## config.mk

```make
export PLATFORM = sky130hd
export DESIGN_NAME = ecc_scrub8_flat
export DESIGN_NICKNAME = d
export VERILOG_FILES = /design/src/rtl/ecc_scrub8_if.sv /design/src/rtl/ecc_scrub8.sv /design/src/flat_wrapper.sv
export SDC_FILE = /design/constraint.sdc
export NUM_CORES = 1
export LEC_CHECK = 0
export ABC_AREA = 1
export CORE_ASPECT_RATIO = 1.5
export CORE_UTILIZATION = 52
export CTS_BUF_LIST = sky130_fd_sc_hd__clkbuf_4
export DETAILED_ROUTE_END_ITERATION = 6
export PLACE_DENSITY = 0.79
export SYNTH_ARGS = -nofsm -noshare
export SYNTH_HDL_FRONTEND = slang
export SYNTH_SLANG_ARGS = --single-unit
```

## constraint.sdc

```tcl
create_clock -name clk -period 1.9 [get_ports clk]
set_input_delay 0.38 -clock clk [delete_from_list [all_inputs] [get_ports clk]]
set_output_delay 0.38 -clock clk [all_outputs]
set_load 0.01 [all_outputs]
```

## src/rtl/ecc_scrub8_if.sv

```systemverilog
// ecc_scrub8_if
// RAM-side bus between the ECC scrubber and the memory arbiter.
//   ram_busy : functional traffic owns the RAM this cycle
//   ram_re   : scrub read strobe, data appears on ram_rdat one cycle later
//   ram_we   : scrub write strobe
//   ram_addr : scrub address
//   ram_wdat : 12-bit Hamming word to write
//   ram_rdat : 12-bit word read back
// master = scrubber, slave = RAM/arbiter side.
interface ecc_scrub8_if #(
    parameter int AW = 8
) ();
    logic          ram_busy;
    logic          ram_re;
    logic          ram_we;
    logic [AW-1:0] ram_addr;
    logic [11:0]   ram_wdat;
    logic [11:0]   ram_rdat;

    modport master (
        input  ram_busy,
        input  ram_rdat,
        output ram_re,
        output ram_we,
        output ram_addr,
        output ram_wdat
    );

    modport slave (
        output ram_busy,
        output ram_rdat,
        input  ram_re,
        input  ram_we,
        input  ram_addr,
        input  ram_wdat
    );
endinterface

```

## src/rtl/ecc_scrub8.sv

```systemverilog
// ecc_scrub8
// Background scrubber for an 8-bit-data / 12-bit Hamming RAM. Walks addresses
// 0..LAST_ADDR, feeds each word to an external SEC decoder and writes the
// re-encoded byte back whenever the decoder raises its alarm.
// Ports:
//   clk, rst_n          : clock, asynchronous active-low reset
//   scrub_en            : scrubbing runs while high
//   fwr_en, fwr_addr    : functional write snoop (cancels a pending writeback)
//   ram                 : RAM bus (ecc_scrub8_if.master)
//   dec_idat            : captured word to decoder
//   dec_odat, dec_alarm : corrected byte and nonzero-syndrome flag
//   err_clr             : synchronous clear of err_cnt
//   err_cnt             : saturating count of alarmed words
//   last_err_addr       : address of the most recent alarmed word
//   pass_done           : one-cycle pulse after LAST_ADDR completes
module ecc_scrub8 #(
    parameter int AW        = 8,
    parameter int LAST_ADDR = 255,
    parameter int GAP_CYC   = 0
) (
    input  logic              clk,
    input  logic              rst_n,
    input  logic              scrub_en,
    input  logic              fwr_en,
    input  logic [AW-1:0]     fwr_addr,
    ecc_scrub8_if.master      ram,
    output logic [11:0]       dec_idat,
    input  logic [7:0]        dec_odat,
    input  logic              dec_alarm,
    input  logic              err_clr,
    output logic [15:0]       err_cnt,
    output logic [AW-1:0]     last_err_addr,
    output logic              pass_done
);

    typedef enum logic [2:0] {
        S_IDLE = 3'd0,
        S_RD   = 3'd1,
        S_CAP  = 3'd2,
        S_CHK  = 3'd3,
        S_WB   = 3'd4,
        S_GAP  = 3'd5
    } state_t;

    localparam logic [AW-1:0] LAST_A   = AW'(LAST_ADDR);
    localparam logic [15:0]   GAP_LAST = 16'(GAP_CYC - 1);

    // Hamming(12,8) encoder: parity at positions 1,2,4,8 (bits 0,1,3,7).
    function automatic logic [11:0] encode(input logic [7:0] b);
        logic p1;
        logic p2;
        logic p4;
        logic p8;
        p1 = b[0] ^ b[1] ^ b[3] ^ b[4] ^ b[6];
        p2 = b[0] ^ b[2] ^ b[3] ^ b[5] ^ b[6];
        p4 = b[1] ^ b[2] ^ b[3] ^ b[7];
        p8 = b[4] ^ b[5] ^ b[6] ^ b[7];
        return {b[7:4], p8, b[3:1], p4, b[0], p2, p1};
    endfunction

    state_t          state_r;
    state_t          state_nxt_s;
    logic [AW-1:0]   addr_r;
    logic [11:0]     word_r;
    logic [11:0]     wbuf_r;
    logic            abort_r;
    logic [15:0]     gap_r;

    logic            snoop_hit_s;
    logic            wb_skip_s;
    logic            advance_s;
    logic            alarm_hit_s;
    state_t          after_s;

    // Snoop, writeback-skip and word-completion qualifiers.
    always_comb begin
        snoop_hit_s = 1'b0;
        wb_skip_s   = 1'b0;
        advance_s   = 1'b0;
        alarm_hit_s = 1'b0;
        if ((state_r == S_CAP) || (state_r == S_CHK) || (state_r == S_WB)) begin
            snoop_hit_s = fwr_en && (fwr_addr == addr_r);
        end else begin
            snoop_hit_s = 1'b0;
        end
        // A functional write to this address makes our corrected copy stale,
        // including one landing in the very cycle we would write.
        wb_skip_s = (state_r == S_WB) && (abort_r || snoop_hit_s);
        if (state_r == S_CHK) begin
            alarm_hit_s = dec_alarm;
            advance_s   = !dec_alarm;
        end else if (state_r == S_WB) begin
            alarm_hit_s = 1'b0;
            advance_s   = wb_skip_s || !ram.ram_busy;
        end else begin
            alarm_hit_s = 1'b0;
            advance_s   = 1'b0;
        end
    end

    // Where the FSM goes once a word is finished.
    always_comb begin
        after_s = S_IDLE;
        if (GAP_CYC > 0) begin
            after_s = S_GAP;
        end else if (scrub_en) begin
            after_s = S_RD;
        end else begin
            after_s = S_IDLE;
        end
    end

    // FSM state register.
    always_ff @(posedge clk or negedge rst_n) begin
        if (!rst_n) begin
            state_r <= S_IDLE;
        end else begin
            state_r <= state_nxt_s;
        end
    end

    // FSM next-state logic.
    always_comb begin
        state_nxt_s = state_r;
        case (state_r)
            S_IDLE:  state_nxt_s = scrub_en ? S_RD : S_IDLE;
            S_RD:    state_nxt_s = ram.ram_busy ? S_RD : S_CAP;
            S_CAP:   state_nxt_s = S_CHK;
            S_CHK:   state_nxt_s = dec_alarm ? S_WB : after_s;
            S_WB:    state_nxt_s = advance_s ? after_s : S_WB;
            S_GAP: begin
                if (gap_r == GAP_LAST) begin
                    state_nxt_s = scrub_en ? S_RD : S_IDLE;
                end else begin
                    state_nxt_s = S_GAP;
                end
            end
            default: state_nxt_s = S_IDLE;
        endcase
    end

    // FSM outputs: RAM strobes, always withheld while the functional port owns the RAM.
    always_comb begin
        ram.ram_re = 1'b0;
        ram.ram_we = 1'b0;
        if (state_r == S_RD) begin
            ram.ram_re = !ram.ram_busy;
        end else if (state_r == S_WB) begin
            ram.ram_we = !ram.ram_busy && !wb_skip_s;
        end else begin
            ram.ram_re = 1'b0;
            ram.ram_we = 1'b0;
        end
    end

    // Address pointer, captured word, writeback buffer, abort flag, gap counter.
    always_ff @(posedge clk or negedge rst_n) begin
        if (!rst_n) begin
            addr_r    <= '0;
            word_r    <= 12'h000;
            wbuf_r    <= 12'h000;
            abort_r   <= 1'b0;
            gap_r     <= 16'h0000;
            pass_done <= 1'b0;
        end else begin
            pass_done <= advance_s && (addr_r == LAST_A);
            if (advance_s) begin
                addr_r <= (addr_r == LAST_A) ? '0 : addr_r + 1'b1;
            end
            if (state_r == S_CAP) begin
                word_r <= ram.ram_rdat;
            end
            if (alarm_hit_s) begin
                wbuf_r <= encode(dec_odat);
            end
            if (state_r == S_RD) begin
                abort_r <= 1'b0;
            end else if (snoop_hit_s) begin
                abort_r <= 1'b1;
            end
            if (advance_s) begin
                gap_r <= 16'h0000;
            end else if (state_r == S_GAP) begin
                gap_r <= gap_r + 16'h0001;
            end
        end
    end

    // Error statistics; a clear in the same cycle as an increment wins.
    always_ff @(posedge clk or negedge rst_n) begin
        if (!rst_n) begin
            err_cnt       <= 16'h0000;
            last_err_addr <= '0;
        end else begin
            if (err_clr) begin
                err_cnt <= 16'h0000;
            end else if (alarm_hit_s && (err_cnt != 16'hFFFF)) begin
                err_cnt <= err_cnt + 16'h0001;
            end
            if (alarm_hit_s) begin
                last_err_addr <= addr_r;
            end
        end
    end

    assign ram.ram_addr = addr_r;
    assign ram.ram_wdat = wbuf_r;
    assign dec_idat     = word_r;

endmodule

```

## src/flat_wrapper.sv

```systemverilog
// flat-port wrapper written by rule: the top's interface ports become plain ports
module ecc_scrub8_flat 
#(
    parameter int AW        = 8,
    parameter int LAST_ADDR = 255,
    parameter int GAP_CYC   = 0
)
  (clk, rst_n, scrub_en, fwr_en, fwr_addr, dec_idat, dec_odat, dec_alarm, err_clr, err_cnt, last_err_addr, pass_done, ram_ram_busy, ram_ram_rdat, ram_ram_re, ram_ram_we, ram_ram_addr, ram_ram_wdat);
  ecc_scrub8_if #(.AW(AW)) ram_i ();
  input  logic clk;
  input  logic rst_n;
  input  logic scrub_en;
  input  logic fwr_en;
  input  logic [AW-1:0] fwr_addr;
  output logic [11:0] dec_idat;
  input  logic [7:0] dec_odat;
  input  logic dec_alarm;
  input  logic err_clr;
  output logic [15:0] err_cnt;
  output logic [AW-1:0] last_err_addr;
  output logic pass_done;
  input wire logic [$bits(ram_i.ram_busy)-1:0] ram_ram_busy;
  input wire logic [$bits(ram_i.ram_rdat)-1:0] ram_ram_rdat;
  output wire logic [$bits(ram_i.ram_re)-1:0] ram_ram_re;
  output wire logic [$bits(ram_i.ram_we)-1:0] ram_ram_we;
  output wire logic [$bits(ram_i.ram_addr)-1:0] ram_ram_addr;
  output wire logic [$bits(ram_i.ram_wdat)-1:0] ram_ram_wdat;
  assign ram_i.ram_busy = ram_ram_busy;
  assign ram_i.ram_rdat = ram_ram_rdat;
  assign ram_ram_re = ram_i.ram_re;
  assign ram_ram_we = ram_i.ram_we;
  assign ram_ram_addr = ram_i.ram_addr;
  assign ram_ram_wdat = ram_i.ram_wdat;
  ecc_scrub8 #(.AW(AW), .LAST_ADDR(LAST_ADDR), .GAP_CYC(GAP_CYC)) u_core (.clk(clk), .rst_n(rst_n), .scrub_en(scrub_en), .fwr_en(fwr_en), .fwr_addr(fwr_addr), .ram(ram_i), .dec_idat(dec_idat), .dec_odat(dec_odat), .dec_alarm(dec_alarm), .err_clr(err_clr), .err_cnt(err_cnt), .last_err_addr(last_err_addr), .pass_done(pass_done));
endmodule
```

## Yosys cells after proc, flatten, opt, wreduce, memory -nomap -nowiden

Cells that the tools add are included.

- Add/sub/neg operators: 3
- Multiply operators: 0
- Divide/modulo/power cells: 0
- Order comparisons: 0
- Equal/unequal tests: 9
- Shift-type cells: 0
- Muxes and demuxes: 20
- Bitwise logic cells: 14
- Reductions and logical operators: 16

Operators by type and width:

| kind | count |
|---|---|
| 16-bit two-way mux | 4 |
| 16-bit by 1-bit adder with 16-bit output (second input constant) | 2 |
| 3-bit case mux with 6 select lines | 1 |
| 16-bit equality test (second input constant) | 1 |
| 16-bit != test (second input constant) | 1 |
| 1-bit XOR | 14 |
| 1-bit two-way mux | 10 |
| 3-bit two-way mux | 3 |
| 8-bit by 1-bit adder with 8-bit output (second input constant) | 1 |
| 8-bit equality test | 1 |
| 8-bit equality test (second input constant) | 1 |
| 8-bit two-way mux | 1 |
| 3-bit by 2-bit equality test with 1-bit output (second input constant) | 2 |
| 3-bit equality test (second input constant) | 2 |
| 2-bit nonzero test | 3 |
| 1-bit logical AND | 5 |
| 1-bit logical OR | 4 |
| 3-bit by 1-bit equality test with 1-bit output (second input constant) | 1 |
| 1-bit logical NOT | 3 |
| 3-bit logical NOT | 1 |
| 2-bit two-way mux | 1 |

- Register bits: 77
- Bits in latches: 0
- Memory bits (writable): 0
- ROM bits: 0
- Input port bits: 35
- Output and inout port bits: 59
- Word-level logic and storage cells: 71
- Memories kept: 0

## Logic depth before layout (Yosys ltp)

- Word-level depth: 11
- Depth in mapped cells: 13
- Gate-level depth less buffers: 13

## Worst setup path before layout

Ideal clock, no wire load.

- Path type: reg2out
- From: register u_core.addr_r[3] (netlist: u_core.ram.ram_addr[3])
- To: output port ram_ram_we
- Arrival: 1.213 ns
- Data required time: 1.520 ns
- Slack: 0.307 ns
- Cell stages (with the launch flop): 8
- Path through: dfrtp_1 > inv_2 > or2_0 > nand3_1 > nor2_1 > nand2_1 > nand2_2 > nor3_1

- Cells in the longest elaborated chain, start to end: 9

Ends and longest elaborated chain:

| what | RTL line | source |
|---|---|---|
| from (decl) | ecc_scrub8.sv:63 | `logic [AW-1:0] addr_r;` |
| from (signal assigned) | ecc_scrub8.sv:168 | `addr_r <= (addr_r == LAST_A) ? '0 : addr_r + 1'b1;` |
| 8-bit equality test | ecc_scrub8.sv:82 | `snoop_hit_s = fwr_en && (fwr_addr == addr_r);` |
| 1-bit logical AND | ecc_scrub8.sv:82 |  |
| 1-bit two-way mux | ecc_scrub8.sv:81 | `if ((state_r == S_CAP) \|\| (state_r == S_CHK) \|\| (state_r == S_WB)) begin` |
| 1-bit logical OR | ecc_scrub8.sv:88 | `wb_skip_s = (state_r == S_WB) && (abort_r \|\| snoop_hit_s);` |
| 1-bit logical AND | ecc_scrub8.sv:88 |  |
| 1-bit logical NOT | ecc_scrub8.sv:149 | `ram.ram_we = !ram.ram_busy && !wb_skip_s;` |
| 1-bit logical AND | ecc_scrub8.sv:149 |  |
| 1-bit two-way mux | ecc_scrub8.sv:148 | `end else if (state_r == S_WB) begin` |
| 1-bit two-way mux | ecc_scrub8.sv:146 | `if (state_r == S_RD) begin` |
| to (decl) | flat_wrapper.sv:25 | `output wire logic [$bits(ram_i.ram_we)-1:0] ram_ram_we;` |

No other way between the ends.

## Worst setup path after layout

- From: input port fwr_addr[5]
- To: output port ram_ram_we

- Cells in the longest elaborated chain, start to end: 9

Ends and longest elaborated chain:

| what | RTL line | source |
|---|---|---|
| from (decl) | flat_wrapper.sv:14 | `input logic [AW-1:0] fwr_addr;` |
| 8-bit equality test | ecc_scrub8.sv:82 |  |
| 1-bit logical AND | ecc_scrub8.sv:82 |  |
| 1-bit two-way mux | ecc_scrub8.sv:81 |  |
| 1-bit logical OR | ecc_scrub8.sv:88 |  |
| 1-bit logical AND | ecc_scrub8.sv:88 |  |
| 1-bit logical NOT | ecc_scrub8.sv:149 |  |
| 1-bit logical AND | ecc_scrub8.sv:149 |  |
| 1-bit two-way mux | ecc_scrub8.sv:148 |  |
| 1-bit two-way mux | ecc_scrub8.sv:146 |  |

No other way between the ends.

==> summary.txt <==
Outcome - complete, but fails checks
Failing checks - negative setup slack
Max Cap Viol - 0
Fin crit share - 108%
Setup Viol. Count Final - 3
Fin cells - 714
Worst hold slack - 0.430 ns
Crit. Startpoint - fwr_addr[5]
Clk sinks - 77
Worst-path clk slew - 0.12 ns
FF-to-FF setup slack - -0.04 ns
Skew-Pair Late Insertion Delay - 0.43 ns
Nets - 648
TritonRoute pass-1 iters - 4
ANT nets after route - 0
Post-route cell area - 5600 µm²
Seq/Total Area, Yosys - 47.8%
Die span in x - 73.9 µm
CORE AREA - 7560 µm²
DP Worst Slack - -0.509 ns
Htree depth - 3
R2R depth - 15
Yosys top cell area share - 47.8%
Reg2reg start - u_core.ram.ram_addr[1]
FMAX - 0.486 GHz
Starting Density - 53.3%
Worst Path Required - 1.52 ns
Endpoints failing hold - 0
Mapped Nets - 507
Area delta synth->final - 38.9%
Placed Instances - 688
Share of layout cells above drive strength 1 - 19.4%
Async S/R FF share, synth - 100%
Largest net degree at the start of global routing - 35
CTS tree - yes
Synthesized cell area - 4030 µm²
FF-to-FF End - u_core.abort_r
Area after DPL - 5330 µm²
Final min period - 2.06 ns
Vias - 3684
First-pass GRT wire length - 16.3 mm
Number of global-route vias before repair - 3741
Critical Path End - ram_ram_we
Relative slew slack - 70.6%
Worst Path Arrival - 1.68 ns
Register bit total from synthesis - 77
CP endpoint kind - primary output
RSZ-0062 raised after global routing - yes
DRT iter0 DRCs - 239
Vias/cell - 5.16
Critical path class - input pin to primary output
Total GRT Usage - 26.7%
Worst min-delay path class - input pin to async pin
Buffers added on ports - 93
Critical path peak fanout - 2
Ports - 94
Top cells by area, synth - dfrtp_1 (48%), nand2_1 (11%), xor2_1 (5.0%)
Setup Skew - 0.0141 ns
Routability Congestion - 0.892
HPWL after DPL - 7.37 mm
Die ar. - 8120 µm²
Most used flip-flop cell after synthesis - dfrtp_1
Pwr Total - 5.72 mW
Avg WL per Cell - 14.0 µm
Initial antenna violation count - 0
YS warnings - 0
Static leakage - 2.56 nW
Drt total wl - 10.0 mm
Worst Tran Pin Value - 0.441 ns
Die Ht - 110 µm
Final worst slack - -0.159 ns
Pwr per Cell Area - 1020 nW/µm²
Rows - 39
Clk buf depth - 2
# diodes - 0
Number of enable flip-flop cells after synthesis - 0
Synth unique cells - 38
Area leader, netlist - dfrtp_1
Syn_area_per_cell - 8.60 µm²
Fin. max-slew vios - 0
Critical path startpoint category - input pin
Post-synthesis cell count - 469
DR DRC count - 0
Congestion Overflow GR - 0
Clk root buf - clkbuf_4
CTS buffer count - 9
Max VDD drop - 0.000947 V
## cell usage in the layout, fill, tap and decap left out, types with 6 or more instances in the layout
| master | netlist | final |
|---|---|---|
| nor2_1 | 40 | 39 |
| nand4_1 | 7 | 7 |
| a21oi_2 | 5 | 6 |
| nor3_1 | 13 | 11 |
| mux2_2 | 12 | 12 |
| xnor2_1 | 16 | 16 |
| o21ai_1 | 6 | 6 |
| inv_2 | 7 | 8 |
| nand3_1 | 31 | 31 |
| a21oi_1 | 16 | 15 |
| buf_4 | 1 | 42 |
| clkbuf_4 | 0 | 9 |
| dfrtp_1 | 77 | 72 |
| nand2_1 | 116 | 111 |
| inv_1 | 34 | 33 |
| xor2_1 | 23 | 23 |
| nand2_2 | 4 | 8 |
| clkdlybuf4s50_1 | 0 | 82 |
| nand3_2 | 6 | 6 |
| o21ai_0 | 17 | 17 |
## per-stage QoR
step | TNS, ns | utilization [%]
2_1_floorplan | 0 | -
3_3_place_gp | -4.19 | 70.5
3_5_place_dp | -5.96 | 70.5
4_1_cts | -0.418 | 73.1
5_1_grt | -0.507 | 74.0
6_report | -0.226 | 74.0
## flip-flops by register name (all words and copies together) (netlist names)
signal / count
u_core.ram.ram_wdat: 12
u_core.abort_r: 1
u_core.state_r: 3
u_core.ram.ram_addr: 8
u_core.gap_r: 16
u_core.last_err_addr: 8
u_core.pass_done: 1
u_core.dec_idat: 12
u_core.err_cnt: 16
## Yosys cell counts (2+ instances only)
| cell | instances |
|---|---|
| nand3_1 | 31 |
| clkbuf_1 | 3 |
| nand3b_1 | 3 |
| ha_1 | 3 |
| nor3_1 | 13 |
| buf_2 | 6 |
| inv_2 | 7 |
| xnor2_1 | 16 |
| nand4_1 | 7 |
| o21ai_1 | 6 |
| inv_1 | 34 |
| a21boi_0 | 2 |
| nand2_2 | 4 |
| nor2_4 | 2 |
| nor2_1 | 40 |
| a21oi_1 | 16 |
| nand2_1 | 116 |
| a21oi_2 | 5 |
| a31oi_1 | 2 |
| nand3_2 | 6 |
| xor2_1 | 23 |
| nor3b_1 | 2 |
| o31ai_1 | 2 |
| nor3_2 | 2 |
| mux2_2 | 12 |
| buf_6 | 2 |
| dfrtp_1 | 77 |
| o21ai_0 | 17 |
## worst max-delay path: stages
cell             delay (ns)
clkdlybuf4s50_1        0.49
inv_1                  0.06
nand2_2                0.06
nand2_1                0.05
nor2_1                 0.11
nand2_1                0.08
nor2_2                 0.11
nand2_2                0.08
nand2_2                0.08
nor3_2                 0.04
buf_2                  0.15
## layer usage
metal	wire length, µm	up-vias	GRT usage [%]
li1	-	1794	-
met1	3870	1777	29.7
met2	5510	91	47.6
met3	359	22	4.95
met4	261	0	14.0
met5	0	-	0
## timing repair
| item | 4_1_cts | 5_1_grt |
|---|---|---|
| endpoints found under the hold margin | 29 | 0 |
| gates cloned | 0 | 0 |
| pin swaps | 5 | 9 |
| endpoints found under the setup margin | 7 | 18 |
| hold buffers | 1 | 0 |
| resized for setup | 21 | 19 |
| buffers inserted | 8 | 8 |
## worst min-delay path by stage
stage | startpoint | to | slack (ns) | cells after the start
floorplan | rst_n | u_core.abort_r | 0.08 | 0
CTS | rst_n | u_core.err_cnt[9] | 0.41 | 2
global route | rst_n | u_core.err_cnt[9] | 0.43 | 2
global placement | rst_n | u_core.gap_r[5] | 0.35 | 1
detailed placement | rst_n | u_core.gap_r[4] | 0.35 | 1
finish | rst_n | u_core.err_cnt[14] | 0.43 | 2
## area by class of cell
class / count / area [µm²]
Tap cell: 102 / 128
Fill cell: 557 / 1960
Clock buffer: 9 / 67.6
Clock inverter: 4 / 42.5
Multi-Input combinational cell: 336 / 1900
Timing Repair Buffer: 144 / 1370
Inverter: 42 / 158
Sequential cell: 77 / 1930
## kinds of logic after synthesis
kind of cell,share of synthesized area (%)
AOI/OAI and AO/OA,7.39
DFF,47.8
xor gates and xnor gates,8.47
and+or+nand+nor,25.9
muxes,3.35
buffers and inverters,6.15
adders and majority gates,0.931
## report_power, final
group | total [mW] | internal [mW] | switching [mW]
Sequential | 2.30 | 2.04 | 0.264
Clock | 0.901 | 0.370 | 0.531
Combinational | 2.52 | 1.33 | 1.19
Total | 5.72 | 3.74 | 1.98
(Power assumes the default switching activity.)
==> RTL change 1 (same flow settings) <==
Re-encode `state_t` (6 states) as one-hot, 6 bits wide.
--- a/src/rtl/ecc_scrub8.sv
+++ b/src/rtl/ecc_scrub8.sv
@@ -35,9 +35,9 @@
 
-    typedef enum logic [2:0] {
-        S_IDLE = 3'd0,
-        S_RD   = 3'd1,
-        S_CAP  = 3'd2,
-        S_CHK  = 3'd3,
-        S_WB   = 3'd4,
-        S_GAP  = 3'd5
+    typedef enum logic [5:0] {
+        S_IDLE = 6'b000001,
+        S_RD   = 6'b000010,
+        S_CAP  = 6'b000100,
+        S_CHK  = 6'b001000,
+        S_WB   = 6'b010000,
+        S_GAP  = 6'b100000
     } state_t;
Formal check against the unedited RTL: no difference found for any inputs over 10 cycles, from zero or initial values and one cycle with rst_n low; not proved beyond that.
==> RTL change 1 against the original RTL <==
The run still ends with setup timing left; sequential cell count up 3; core utilization is 3.7 points higher; wire length rose by 12%; design area up 7.0%; area after synthesis rose by 3.4%; combinational power down 12%; cell count up 8.3%; total power rose by 4.5%; setup slack got worse by 140 ps; via count up 9.6%; critical path type is now register to output port; critical endpoint unchanged; largest power group is now registers.
==> RTL change 1: results <==
{
  "outcome": "finished with violations",
  "violations": "setup timing",
  "static-leakage-power_nw": 2.77,
  "synth_compound_area_share_pct": 4.86,
  "setup_ws_ps": -304,
  "final.signal_buffer_count": 154,
  "netlist-cell-type-count": 37,
  "vdd_ir_drop_max_uv": 916,
  "global_route.usage.met2_pct": 47.0,
  "met3_wirelength_um": 665,
  "layout.clock.cell_area_share_pct": 2.74,
  "placement.setup.worst_slack_ps": -532,
  "grt_pass1_wl_um": 17200,
  "grtUsageMet3_pct": 4.80,
  "nonClkBufAreaFrac_pct": 24.4,
  "seq_area_share_pct": 33.6,
  "grt_start_max_net_pins": 43,
  "detailed_placement_wirelength_estimate_um": 7460,
  "p_int_mw": 3.93,
  "setup.worst_path.start_class": "register",
  "worst_setup_hold_path_clk_slew_ps": 140,
  "critical-path-max-stage-delay_ps": 460,
  "antenna_violations_before_repair": 1,
  "wl_met1_um": 4030,
  "yosysSeqAreaShare_pct": 48.0,
  "cpLargestDelayFamily": "simple AND/OR/NAND/NOR gates",
  "critical_r2r_launch": "u_core.state_r[5]$_DFF_PN0_",
  "crit_path_top_delay_cell": "sky130_fd_sc_hd__dfrtp_1",
  "finalSetupTns_ps": -2170,
  "arrival_ps": 1820,
  "finalNetCount": 703,
  "ys_ff_latch": 80,
  "detailedRoute.firstPassIterationCount": 7,
  "yosysWarnings": 0,
  "nMultiInputCombCells": 366,
  "nFillCells": 534,
  "netlist_top_cells_count": "sky130_fd_sc_hd__nand2_1 (161), sky130_fd_sc_hd__dfrtp_1 (79), sky130_fd_sc_hd__inv_1 (44), sky130_fd_sc_hd__nor2_1 (41)",
  "critical_path_fanouts_max": 3,
  "synth-adder-area-share_pct": 0.900,
  "finClkSkew_ps": 16.2,
  "max_slew.worst_pin.slew_ps": 387,
  "non_clk_invs": 54,
  "setup_viol": 22,
  "wire_length_per_cell_um": 14.4,
  "worstRegToRegCells": 13,
  "synth_mux_area_share_pct": 0,
  "ff2ff_setup_slack_ps": -270,
  "detailroute.wirelength.met2_um": 6130,
  "grt_use_total_pct": 26.9,
  "power.sequential.fraction_pct": 44.0,
  "share_comb_of_total_power_pct": 36.9,
  "drtIter0Drc": 286,
  "multi_input_area_share_pct": 33.5,
  "grtUsageMet1_pct": 29.7,
  "post_synth_xor_area_fraction_pct": 7.77,
  "syn_nets": 550
}
RTL change 1: changes by cell type in the layout (fill, tap and decap cells not counted), moves of 9 or more:
cell                      delta
sky130_fd_sc_hd__nand2_1    +43
sky130_fd_sc_hd__nor2_2     +14
sky130_fd_sc_hd__mux2_2     -12
sky130_fd_sc_hd__buf_4      +10
sky130_fd_sc_hd__inv_1       +9
RTL change 1: through the flow:
step	area [µm²]	power, mW	utilization (%)	cells	hold WS (ps)
floorplan	4170	3.58	-	512	84.4
detailed placement	5470	4.71	70.9	733	249
global route	5990	6.34	77.7	773	351
finish	5990	5.98	77.7	773	331
global placement	5470	4.63	70.9	733	245
CTS	5730	5.88	74.3	761	307
RTL change 1: timing repair:
| item | CTS | global route |
|---|---|---|
| cloned | 0 | 2 |
| gates resized for setup | 15 | 43 |
| pin swaps | 3 | 8 |
| endpoints found under the hold margin | 12 | 0 |
| buffers inserted | 11 | 9 |
| hold buffers | 1 | 0 |
| endpoints found under the setup margin | 4 | 43 |
==> RTL change 2 (same flow settings) <==
Without the edit above. `AW` is set to 8 in 3 places; all go to 9.
--- a/src/rtl/ecc_scrub8_if.sv
+++ b/src/rtl/ecc_scrub8_if.sv
@@ -10,3 +10,3 @@
 interface ecc_scrub8_if #(
-    parameter int AW = 8
+    parameter int AW = 9
 ) ();
--- a/src/rtl/ecc_scrub8.sv
+++ b/src/rtl/ecc_scrub8.sv
@@ -16,3 +16,3 @@
 module ecc_scrub8 #(
-    parameter int AW        = 8,
+    parameter int AW        = 9,
     parameter int LAST_ADDR = 255,
--- a/src/flat_wrapper.sv
+++ b/src/flat_wrapper.sv
@@ -3,3 +3,3 @@
 #(
-    parameter int AW        = 8,
+    parameter int AW        = 9,
     parameter int LAST_ADDR = 255,
Interface: changed (resized fwr_addr, last_err_addr and ram_ram_addr); port bits go from 94 to 97. No check against the original RTL was run, so the function may have changed too.
==> RTL change 2 against the original RTL <==
The run still ends with setup timing left; clock skew is 5.2 ps lower; area after synthesis is 5.2% higher; wire length is 6.7% higher; setup slack better by 50 ps; total power is 17% higher; critical path depth is 4 lower; sequential cell count is 2 higher; design area is 5.3% higher; critical path type is now register to output port; largest power group unchanged.
==> RTL change 2: results <==
{
  "static-leakage-power_nw": 2.79,
  "first_global_vias": 3723,
  "final_layout_size_suffix_gt1_share_pct": 22.8,
  "grtUsageMet1_pct": 29.0,
  "antenna_violations_before_repair": 1,
  "yosysSeqAreaShare_pct": 46.6,
  "finClkSkew_ps": 8.92,
  "cpLargestDelayFamily": "flip-flops",
  "syn_nets": 528,
  "netlist-cell-type-count": 42,
  "vdd_ir_drop_max_uv": 801,
  "arrival_ps": 1630,
  "outcome": "finished with violations",
  "post_synth_main_area_contributors": "sky130_fd_sc_hd__dfrtp_1 (47%), sky130_fd_sc_hd__nand2_1 (12%), sky130_fd_sc_hd__xor2_1 (5.8%)",
  "critical-path-max-stage-delay_ps": 440,
  "crit_path_top_delay_cell": "sky130_fd_sc_hd__dfrtp_1",
  "wl_met1_um": 3960,
  "max_slew_margin_pct": 70.4,
  "grtUsageMet3_pct": 5.92,
  "detailed_placement_wirelength_estimate_um": 7680,
  "grt_pass1_wl_um": 16600,
  "wirelength_um": 10700,
  "met3_wirelength_um": 445,
  "switching_share_pct": 35.1,
  "setup_ws_ps": -109,
  "finalSetupTns_ps": -109,
  "ff2ff_setup_slack_ps": 40,
  "violations": "setup timing",
  "finalNetCount": 679,
  "io_buffer_count": 96,
  "switching_power_mw": 2.35,
  "drtIter0Drc": 196,
  "setup_viol": 1,
  "globalplace.congestion": 0.882,
  "power.sequential.fraction_pct": 36.3,
  "pwr.group.clock_mw": 1.13
}
RTL change 2: cell types whose count changed after synthesis, moves of 5 or more:
cell	before	now
sky130_fd_sc_hd__nand2_1	116	133
sky130_fd_sc_hd__a21oi_1	16	2
sky130_fd_sc_hd__o21ai_2	0	9
sky130_fd_sc_hd__nor3_1	13	7
sky130_fd_sc_hd__o31ai_1	2	8
sky130_fd_sc_hd__inv_1	34	39
sky130_fd_sc_hd__nand3_2	6	1
sky130_fd_sc_hd__o21ai_1	6	1
sky130_fd_sc_hd__xor2_1	23	28
RTL change 2: worst paths after layout:
| path | startpoint | end | cells past startpoint |
|---|---|---|---|
| max | u_core.state_r[0]$_DFF_PN0_ | ram_ram_we | 7 |
| min | rst_n | u_core.gap_r[3]$_DFFE_PN0P_ | 2 |
| max reg2reg | u_core.state_r[0]$_DFF_PN0_ | u_core.ram.ram_addr[2]$_DFFE_PN0N_ | 13 |
| min reg2reg | u_core.ram.ram_wdat[10]$_DFFE_PN0P_ | u_core.ram.ram_wdat[10]$_DFFE_PN0P_ | 2 |
| max in group asynchronous | rst_n | u_core.err_cnt[13]$_DFFE_PN0P_ | 3 |
| min in group clk | u_core.ram.ram_wdat[10]$_DFFE_PN0P_ | u_core.ram.ram_wdat[10]$_DFFE_PN0P_ | 2 |
RTL change 2: logic make-up after synthesis:
group	Yosys count	synth area share, %
and+or+nand+nor	240	25.5
adders and majority gates	3	0.886
AOI/OAI and AO/OA	48	7.67
muxes	12	3.19
xor gates and xnor gates	44	9.27
DFF	79	46.6
buffers and inverters	63	6.85
RTL change 2: what timing repair did:
action / CTS / global route
gates resized for setup: 20 / 24
endpoints found under the setup margin: 11 / 25
hold buffers: 1 / 0
gates cloned: 0 / 2
buffers inserted: 6 / 10
pin swaps: 2 / 9
hold endpoints to repair: 30 / 0
RTL change 2: metrics by stage:
step | hold WS (ps) | instances | instance area, µm²
2_1_floorplan | 84.4 | 489 | 4240
3_3_place_gp | 351 | 715 | 5550
3_5_place_dp | 354 | 715 | 5550
4_1_cts | 412 | 738 | 5750
5_1_grt | 458 | 751 | 5900
6_report | 430 | 751 | 5900
RTL change 2: layout make-up:
| type | count | area (µm²) | share of cell area (%) |
|---|---|---|---|
| Timing Repair inverter | 1 | 5.00 | 0.0849 |
| Antenna cell | 1 | 2.50 | 0.0424 |
| Multi-Input combinational cell | 347 | 2020 | 34.2 |
| Inverter | 49 | 193 | 3.27 |
| Clock buffer | 12 | 90.1 | 1.53 |
| Timing Repair Buffer | 153 | 1410 | 23.9 |
| Clock inverter | 4 | 70.1 | 1.19 |
| Tap cell | 105 | 131 | 2.23 |
| Sequential cell | 79 | 1980 | 33.6 |
